===== src/rtl/mac_snd_pkg.sv =====
// ---------------------------------------------------------------------------
// mac_snd_pkg
//
// Shared constants, types and helpers for the Mac sound output path.
//   SND_OFFSET   : offset-binary to two's-complement flip for buffer bytes
//   PCM_OFFSET   : two's-complement to offset-binary flip for the DAC
//   GAIN_SHIFT   : left shift that puts (sample * gain) at 16-bit full scale
//   DEFAULT_*    : default parameter values for mac_sound_out
//   sndStageValid_t : per-stage valid flags of the three-stage pipeline
//   scaleSample  : centre a raw sample byte and apply the VIA volume
// ---------------------------------------------------------------------------
package mac_snd_pkg;

    localparam logic [7:0]  SND_OFFSET           = 8'h80;
    localparam logic [15:0] PCM_OFFSET           = 16'h8000;
    localparam int          GAIN_SHIFT           = 5;
    localparam int          DEFAULT_RAMP_BITS    = 5;
    localparam int          DEFAULT_TIMEOUT_BITS = 12;

    // One valid bit per pipeline stage: capture, scale, output.
    typedef struct packed {
        logic s1;
        logic s2;
        logic s3;
    } sndStageValid_t;

    // Sound buffer bytes are offset binary (0x80 = silence). The byte is
    // centred, multiplied by (vol + 1) in 1..8, then shifted up so that
    // +127 * 8 lands at 32512 and -128 * 8 at -32768 without saturation.
    function automatic logic signed [15:0] scaleSample(
        input logic [7:0] raw,
        input logic [2:0] vol
    );
        logic [7:0]         centred;
        logic signed [15:0] sample16;
        logic signed [15:0] gain16;
        logic signed [15:0] product;
        centred  = raw ^ SND_OFFSET;
        sample16 = $signed({{8{centred[7]}}, centred});
        gain16   = $signed({13'd0, vol} + 16'd1);
        product  = sample16 * gain16;
        return product <<< GAIN_SHIFT;
    endfunction

endpackage


===== src/rtl/mac_sound_out_if.sv =====
// ---------------------------------------------------------------------------
// mac_sound_out_if
//
// Sound-slot memory bus between the address controller and the sound
// output block.
//   loadSound   : high for the whole sound memory slot
//   memoryLatch : high in the clk where memoryData is valid
//   memoryData  : 16-bit RAM read data
// Modports: master = address controller side, slave = sound consumer.
// ---------------------------------------------------------------------------
interface mac_sound_out_if;

    logic        loadSound;
    logic        memoryLatch;
    logic [15:0] memoryData;

    modport master (
        output loadSound,
        output memoryLatch,
        output memoryData
    );

    modport slave (
        input loadSound,
        input memoryLatch,
        input memoryData
    );

endinterface


===== src/rtl/snd_sigma_delta.sv =====
// ---------------------------------------------------------------------------
// snd_sigma_delta
//
// First-order sigma-delta modulator producing a 1-bit DAC stream whose mean
// duty equals level / 65536.
//   clk     : system clock
//   _reset  : synchronous active-low reset
//   level   : 16-bit unsigned (offset-binary) input level
//   bitOut  : registered 1-bit output stream
// ---------------------------------------------------------------------------
module snd_sigma_delta (
    input  logic        clk,
    input  logic        _reset,
    input  logic [15:0] level,
    output logic        bitOut
);

    // Bit 16 is the carry out of the previous add; it is dropped before the
    // next add so the accumulator behaves as a 16-bit modulo integrator.
    logic [16:0] accReg;

    always_ff @(posedge clk) begin
        if (!_reset) begin
            accReg <= '0;
            bitOut <= 1'b0;
        end else begin
            accReg <= {1'b0, accReg[15:0]} + {1'b0, level};
            bitOut <= accReg[16];
        end
    end

endmodule


===== src/rtl/mac_sound_out.sv =====
// ---------------------------------------------------------------------------
// mac_sound_out
//
// Consumer of the address controller's sound slot. Captures the word read
// from the sound buffer (high byte = audio sample, low byte = disk-speed PWM),
// applies the VIA volume and a click-free mute ramp, and outputs signed PCM
// plus a sigma-delta 1-bit DAC stream.
//
// Ports:
//   clk         : system clock (same as the address controller)
//   _reset      : synchronous active-low reset
//   mem         : sound-slot bus (loadSound, memoryLatch, memoryData)
//   snd_vol     : VIA PA[2:0] volume 0..7
//   _snd_en     : VIA PB7, 0 = sound enabled
//   pcm_out     : signed 16-bit PCM sample
//   pcm_valid   : one-clk strobe when pcm_out updates
//   dac_out     : sigma-delta bitstream
//   disk_pwm    : last captured disk-speed byte
//   snd_timeout : no sample captured for 2^TIMEOUT_BITS-1 clks
//
// Pipeline: S1 capture, S2 scale + ramp step, S3 ramp multiply. A capture in
// clk T produces pcm_valid in clk T+3; one capture per clk is sustained.
// ---------------------------------------------------------------------------
module mac_sound_out
    import mac_snd_pkg::*;
#(
    parameter int RAMP_BITS    = DEFAULT_RAMP_BITS,
    parameter int TIMEOUT_BITS = DEFAULT_TIMEOUT_BITS
) (
    input  logic                clk,
    input  logic                _reset,
    mac_sound_out_if.slave      mem,
    input  logic [2:0]          snd_vol,
    input  logic                _snd_en,
    output logic [15:0]         pcm_out,
    output logic                pcm_valid,
    output logic                dac_out,
    output logic [7:0]          disk_pwm,
    output logic                snd_timeout
);

    localparam int                    RAMP_MAX_INT = 1 << RAMP_BITS;
    localparam logic [RAMP_BITS:0]    RAMP_MAX     = RAMP_MAX_INT[RAMP_BITS:0];
    localparam logic [RAMP_BITS:0]    RAMP_ONE     = {{RAMP_BITS{1'b0}}, 1'b1};
    localparam logic [TIMEOUT_BITS-1:0] WD_FULL    = '1;
    localparam logic [TIMEOUT_BITS-1:0] WD_ONE     = {{(TIMEOUT_BITS-1){1'b0}}, 1'b1};
    // scaled (16b signed) times ramp (RAMP_BITS+1 unsigned, one sign bit added)
    localparam int                    PROD_W       = 16 + RAMP_BITS + 2;

    logic                       cap;
    sndStageValid_t             validReg;

    // S1 registers
    logic [7:0]                 rawReg;
    logic                       staleReg;

    // S2 registers
    logic signed [15:0]         scaledReg;
    logic [RAMP_BITS:0]         rampReg;
    logic [RAMP_BITS:0]         rampNext;
    logic                       rampUp;

    // S3 datapath
    logic signed [PROD_W-1:0]   scaledWide;
    logic signed [PROD_W-1:0]   rampWide;
    logic signed [PROD_W-1:0]   pcmProduct;
    logic signed [15:0]         pcmNext;

    // Watchdog
    logic [TIMEOUT_BITS-1:0]    wdCountReg;

    logic [15:0]                dacLevel;

    assign cap         = mem.loadSound & mem.memoryLatch;
    assign snd_timeout = (wdCountReg == WD_FULL);
    assign pcm_valid   = validReg.s3;

    // The capture that ends a timeout also clears the watchdog, so by the
    // time that sample reaches S2 snd_timeout is already low. The timeout
    // state seen at capture travels with the sample (staleReg) so a sample
    // arriving after a silence gap is treated as muted.
    always_comb begin
        rampUp   = ~_snd_en & ~staleReg;
        rampNext = rampReg;
        if (rampUp) begin
            if (rampReg != RAMP_MAX) begin
                rampNext = rampReg + RAMP_ONE;
            end
        end else begin
            if (rampReg != '0) begin
                rampNext = rampReg - RAMP_ONE;
            end
        end
    end

    // Full-width signed multiply, then arithmetic shift back down by the
    // ramp resolution; the result always fits 16 bits.
    always_comb begin
        scaledWide = {{(RAMP_BITS + 2){scaledReg[15]}}, scaledReg};
        rampWide   = {17'd0, rampReg};
        pcmProduct = scaledWide * rampWide;
        pcmNext    = 16'(pcmProduct >>> RAMP_BITS);
    end

    always_ff @(posedge clk) begin
        if (!_reset) begin
            validReg   <= '0;
            rawReg     <= '0;
            staleReg   <= 1'b0;
            disk_pwm   <= '0;
            scaledReg  <= '0;
            rampReg    <= '0;
            pcm_out    <= '0;
            wdCountReg <= '0;
        end else begin
            // S1: capture
            validReg.s1 <= cap;
            if (cap) begin
                rawReg   <= mem.memoryData[15:8];
                disk_pwm <= mem.memoryData[7:0];
                staleReg <= snd_timeout;
            end

            // S2: volume scale and one ramp step per sample
            validReg.s2 <= validReg.s1;
            if (validReg.s1) begin
                scaledReg <= scaleSample(rawReg, snd_vol);
                rampReg   <= rampNext;
            end

            // S3: apply ramp
            validReg.s3 <= validReg.s2;
            if (validReg.s2) begin
                pcm_out <= pcmNext;
            end

            // Watchdog: clears on capture, otherwise counts up and holds
            if (cap) begin
                wdCountReg <= '0;
            end else if (wdCountReg != WD_FULL) begin
                wdCountReg <= wdCountReg + WD_ONE;
            end
        end
    end

    // Offset-binary view of the PCM word for the modulator.
    assign dacLevel = pcm_out ^ PCM_OFFSET;

    snd_sigma_delta uDac (
        .clk    (clk),
        ._reset (_reset),
        .level  (dacLevel),
        .bitOut (dac_out)
    );

endmodule


===== src/flat_wrapper.sv =====
// flat-port wrapper written by rule: the top's interface ports become plain ports
module mac_sound_out_flat import mac_snd_pkg::*;
#(
    parameter int RAMP_BITS    = DEFAULT_RAMP_BITS,
    parameter int TIMEOUT_BITS = DEFAULT_TIMEOUT_BITS
)
  (clk, _reset, snd_vol, _snd_en, pcm_out, pcm_valid, dac_out, disk_pwm, snd_timeout, mem_loadSound, mem_memoryLatch, mem_memoryData);
  mac_sound_out_if mem_i ();
  input  logic clk;
  input  logic _reset;
  input  logic [2:0] snd_vol;
  input  logic _snd_en;
  output logic [15:0] pcm_out;
  output logic pcm_valid;
  output logic dac_out;
  output logic [7:0] disk_pwm;
  output logic snd_timeout;
  input wire logic [$bits(mem_i.loadSound)-1:0] mem_loadSound;
  input wire logic [$bits(mem_i.memoryLatch)-1:0] mem_memoryLatch;
  input wire logic [$bits(mem_i.memoryData)-1:0] mem_memoryData;
  assign mem_i.loadSound = mem_loadSound;
  assign mem_i.memoryLatch = mem_memoryLatch;
  assign mem_i.memoryData = mem_memoryData;
  mac_sound_out #(.RAMP_BITS(RAMP_BITS), .TIMEOUT_BITS(TIMEOUT_BITS)) u_core (.clk(clk), ._reset(_reset), .mem(mem_i), .snd_vol(snd_vol), ._snd_en(_snd_en), .pcm_out(pcm_out), .pcm_valid(pcm_valid), .dac_out(dac_out), .disk_pwm(disk_pwm), .snd_timeout(snd_timeout));
endmodule

===== config.mk =====
export PLATFORM = sky130hd
export DESIGN_NAME = mac_sound_out_flat
export DESIGN_NICKNAME = d
export VERILOG_FILES = /design/src/rtl/mac_snd_pkg.sv /design/src/rtl/mac_sound_out_if.sv /design/src/rtl/snd_sigma_delta.sv /design/src/rtl/mac_sound_out.sv /design/src/flat_wrapper.sv
export SDC_FILE = /design/constraint.sdc
export NUM_CORES = 1
export LEC_CHECK = 0
export BUFFER_PORTS_ARGS = -buffer_cell sky130_fd_sc_hd__buf_2
export CAP_MARGIN = 15
export CORE_AREA = 2 2 158 160
export DETAILED_ROUTE_END_ITERATION = 16
export DIE_AREA = 0 0 160 162
export GPL_ROUTABILITY_DRIVEN = 0
export GPL_TIMING_DRIVEN = 0
export MAX_ROUTING_LAYER = met4
export PLACE_DENSITY_LB_ADDON = 0.08
export SETUP_SLACK_MARGIN = 0.2
export SLEW_MARGIN = 20
export SYNTH_ARGS = -nofsm -noshare
export SYNTH_HDL_FRONTEND = slang
export SYNTH_HIERARCHICAL = 1
export SYNTH_SLANG_ARGS = --single-unit

===== constraint.sdc =====
create_clock -name clk -period 5.55 [get_ports clk]
set_clock_uncertainty 0.2 [all_clocks]
set_input_delay 0.555 -clock clk [delete_from_list [all_inputs] [get_ports clk]]
set_output_delay 0.555 -clock clk [all_outputs]
set_load 0.02 [all_outputs]

# Word-level counts from Yosys, hierarchy flattened
# Index checks and enable logic that the tools add are counted.
classes:
  n_eq_ne: 4
  add_sub_neg: 5
  n_mux: 3
  n_bitwise: 7
  n_mul: 2
  reduce_logical: 4
ops:
  columns: ["operator", "count"]
  rows:
  - ["2-to-1 mux 6 bit", 3]
  - ["adder 16 x 16 -> 17 bit", 1]
  - ["multiplier 11 x 7 -> 16 bit", 1]
  - ["adder 12 x 1 -> 12 bit, second input constant", 1]
  - ["== test 12 bit, second input constant", 1]
  - ["inequality test 12 bit, second input constant", 1]
  - ["multiplier 8 x 5 -> 11 bit", 1]
  - ["adder 6 x 1 -> 6 bit, second input constant", 1]
  - ["inequality test 6 bit, second input constant", 1]
  - ["nonzero test 6 bit", 1]
  - ["subtractor 6 x 1 -> 6 bit, second input constant", 1]
  - ["NOT 1 bit", 5]
  - ["adder 3 x 1 -> 4 bit, second input constant", 1]
  - ["AND reduction 3 bit", 1]
  - ["bitwise AND 1 bit", 2]
  - ["inequality test 2 bit, second input constant", 1]
  - ["nonzero test 2 bit", 1]
  - ["OR reduction 2 bit", 1]
totals:
  wordCells: 37
  register_bits: 83

# Logic depth before layout (Yosys ltp)
depth:
  ltp_word: 4
  depth_mapped: 17
  mapped_depth_nobuf: 16

# Cells and area by module
# Netlist, hierarchy kept.
by_module_without_submodules:
  columns: ["mod", "cells_each", "seq_area_each_um2", "instances", "area_per_inst_um2"]
  rows:
  - ["mac_sound_out", 663, 1301.2, 1, 5926.9]
  - ["snd_sigma_delta", 136, 360.3, 1, 1237.4]

# Worst setup path before layout
# Ideal clock, no wire load.
synth_path:
  path_kind: "register to register"
  start: "register u_core.rampReg[1]"
  end: "register u_core.pcm_out[15]"
  path_stages_with_launch: 16
  synth_period_minus_slack_ns: 4.777
  slack_ns: 0.773
  arrival_time_ns: 4.453
  required_ns: 5.226
  path_cell_list: "dfxtp_1 -> clkbuf_1 -> and2_1 -> fa_1 -> fa_1 -> fa_1 -> inv_1 -> fa_1 -> inv_1 -> ha_1 -> a211oi_1 -> o211ai_1 -> a2111oi_4 -> o31ai_1 -> xnor2_1 -> a21oi_1"
synth_between:
  elab_chain_len: 1
synth_rtl:
  columns: ["element", "line_no", "text"]
  rows:
  - ["from (decl)", "mac_sound_out.sv:59", "logic [RAMP_BITS:0] rampReg;"]
  - ["from (signal assigned)", "mac_sound_out.sv:128", "rampReg <= rampNext;"]
  - ["multiplier 11 x 7 -> 16 bit", "mac_sound_out.sv:101", "pcmProduct = scaledWide * rampWide;"]
  - ["to (signal assigned)", "mac_sound_out.sv:134", "pcm_out <= pcmNext;"]
  - ["to (decl)", "mac_sound_out.sv:35", "output logic [15:0] pcm_out,"]
# Every way passes these cells.
# A chain may end at the register's enable or synchronous reset.

# Worst setup path after layout
layout_path:
  start: "register u_core.rampReg[3]"
  end: "register u_core.pcm_out[15]"
# The elaborated chain is that of the path after synthesis.

==> metrics.txt <==
Pre-antenna DRT Iters=4; Synthesized Nets=953; Slew headroom=0.5187; peak supply drop=0.1327 mV; synth cell count leaders=inv_1, dfxtp_1, and2_1; Worst Path Required=5.57 ns; status=completed; Final min period=5.080 ns; register bit total from synthesis=83; grt total ovfl=0; final hold violations=0; ys flop type=dfxtp_1; TritonCTS clock tree=yes; Ports=51; hpwl dp=13760 um; ANT nets after route=0; Core Util, Final=0.3382; Slowest-stage cell, CP=fa_1; initial antenna violation count=0; cell depth of the worst setup path=15; synth top area cells=dfxtp_1, fa_1, ha_1; Die Span X=160 um; critical-path cell list=clkbuf_2 > and2_1 > fa_1 > inv_1 > fa_1 > fa_1 > inv_1 > fa_1 > ha_1 > o211ai_1 > a21oi_1 > a2111oi_4 > o31ai_1 > xnor2_1 > a21oi_1; pin count of the biggest net entering global routing=18; GRT Total Usage=0.1447; Worst EP arrival=5.10 ns; Hold Crit Depth=2; num rows=57; count of pins over their slew limit=0; Ys Warns=6; Unique masters post-synth=55; fin crit share=0.9152; Clk pin slew, worst setup/hold paths=approximately 0.08 ns; Post-synth EDFFs=0; delay-heaviest family, CP=adder cells; drt wl/cell=14.32 um; Max Buffers Root-to-Sink=2; core region area=about 0.024 mm2; vias per cell=4.493; Crit path top cell by count=fa_1; Power Density=173.8 mW/mm2; layout cell share with drive strength beyond 1=0.1211; Clk Latency, worst-skew pair=between 0.3 and 0.4 ns; Num CTS Buffers=9; CP Launch Type=flop; dpl ws=-0.01766 ns; CP endpoint kind=flop; CTS root buf=clkbuf_16; area share of the largest cell type after synthesis=0.2319; DR vias=5351; worst slew pin tran=0.7220 ns; Async S/R FF share, synth=0; HP Class=in -> reg; CP Max Fanout=10; initial core utilization=0.2972; max cap viols=0; Post-route DRC=0; vias in the first global route=5549; FF-to-FF path depth=15; setup TNS=0 ns; Yosys top cell by area=dfxtp_1; diode count=0; Max Freq=196.9 MHz; Syn Area/Cell=8.967 um2; most common cell in the synthesized netlist=inv_1; nets=1016; sequential fraction of the synthesis area=0.2319; # clock sinks=83; Iter 0 DRT Violations=182; routed wire length=17050 um; fin worst setup slack=approximately 0.47 ns; WP buf/inv=3; CP peak stage delay=0.54 ns; first-pass GRT wire length=29240 um; Port Buffers=50; Max H-tree Level=3; Pleak=3.840 nW; # hold bufs at CTS=0; Syn-to-layout area delta=13.78%; unrepaired setup endpoints after global routing=no; Die ar.=0.02592 mm2; final setup violation count=0; DIE HEIGHT=162 um; Syn Std Cell Area=0.007164 mm2; crit path kind=reg -> reg; Mapped Cells=799
placed cells by master (no fill, tap or decap), types with 6 or more instances in the layout:
master / n
a21o_1: 7
o21bai_1: 7
a21oi_1: 46
a22o_1: 19
buf_4: 17
buf_2: 53
dfxtp_1: 81
and2_1: 81
nor2_1: 51
nor2b_1: 9
o21ai_0: 19
nand3_1: 12
xnor2_1: 33
fa_1: 58
nor3_1: 12
clkbuf_16: 9
nand2_1: 46
nand2b_1: 13
clkbuf_1: 13
a211oi_1: 7
a31oi_1: 6
inv_1: 92
mux2i_1: 21
o211ai_1: 7
ha_1: 72
xor2_1: 11
sequential cells by signal (all words and copies together) (netlist names):
signal	count
u_core/disk_pwm	8
u_core/pcm_out	16
u_core/pcm_valid	1
u_core/rampReg	6
u_core/rawReg	8
u_core/scaledReg	11
u_core/staleReg	1
u_core/uDac/accReg	17
u_core/uDac/bitOut	1
u_core/validReg	2
u_core/wdCountReg	12
through the flow:
| step | cell area, um2 | cells | hold WS (ns) | power [W] |
|---|---|---|---|---|
| CTS | 8122 | 1189 | 0.1819 | 0.001451 |
| detailed placement | 7820 | 1173 | 0.2330 | 0.0008358 |
| global placement | 7820 | 1173 | 0.2329 | 0.0008372 |
| finish | 8152 | 1191 | 0.2078 | 0.001417 |
| global route | 8152 | 1191 | 0.1949 | 0.001505 |
| floorplan | 7164 | 799 | 0.2119 | 0.0007742 |
per-layer routing:
metal | track usage | routed length, um | vias up
li1 | - | - | 2775
met1 | 0.1984 | 8615 | 2493
met2 | 0.2287 | 7696 | 73
met3 | 0.02349 | 607 | 10
met4 | 0.02580 | 131 | 0
met5 | - | 0 | -
cells by family (layout without fill, tap and decap cells):
kind of cell             count (synthesis)  after routing  share of synthesized area
AND/OR/NAND/NOR                        249            249                     0.1811
AO/OA/AOI/OAI                          143            143                     0.1402
adder cells (fa/ha/maj)                130            130                     0.2878
buffers and inverters                  129            197                    0.07579
flip-flops                              83             83                     0.2319
XOR/XNOR                                44             44                    0.05379
multiplexers                            21             21                    0.02934
layout make-up:
type,count,area (um2)
inverters,93,349.1
fillers,2632,15950
clock inverters,7,67.56
flip-flops and latches,83,1664
plain buffers,36,202.7
repair buffers,52,265.3
well taps,324,405.4
clock buffers,9,225.2
multi-input cells,587,4972
power by group:
group          internal, W  total [W]  switching (W)
sequential        0.000611   0.000631      0.0000202
combinational    0.0000799   0.000188       0.000108
clock             0.000316   0.000598       0.000282
repair_timing:
item | 4_1_cts | 5_1_grt
gates cloned | 0 | 0
buffers inserted | 0 | 2
setup endpoints to repair | 2 | 2
resized for setup | 4 | 10
pin swaps | 0 | 1
worst register-to-register path, stage by stage (launching register included):
cell	delay, ns
dfxtp_1	0.38
clkbuf_2	0.26
and2_1	0.24
fa_1	0.54
inv_1	0.05
fa_1	0.46
fa_1	0.54
inv_1	0.05
fa_1	0.48
ha_1	0.35
o211ai_1	0.30
a21oi_1	0.18
a2111oi_4	0.43
o31ai_1	0.15
xnor2_1	0.26
a21oi_1	0.10
worst paths after layout:
path	startpoint	endpoint	slack, ns
setup / recovery	u_core/rampReg[3]	u_core/pcm_out[15]	0.47
hold / removal	mem_memoryData[7]	u_core/disk_pwm[7]	0.21
setup reg to reg	u_core/rampReg[3]	u_core/pcm_out[15]	0.47
hold reg to reg	u_core/uDac/accReg[16]	u_core/uDac/bitOut	0.25
Note: power is estimated with default switching activity, not from simulation.
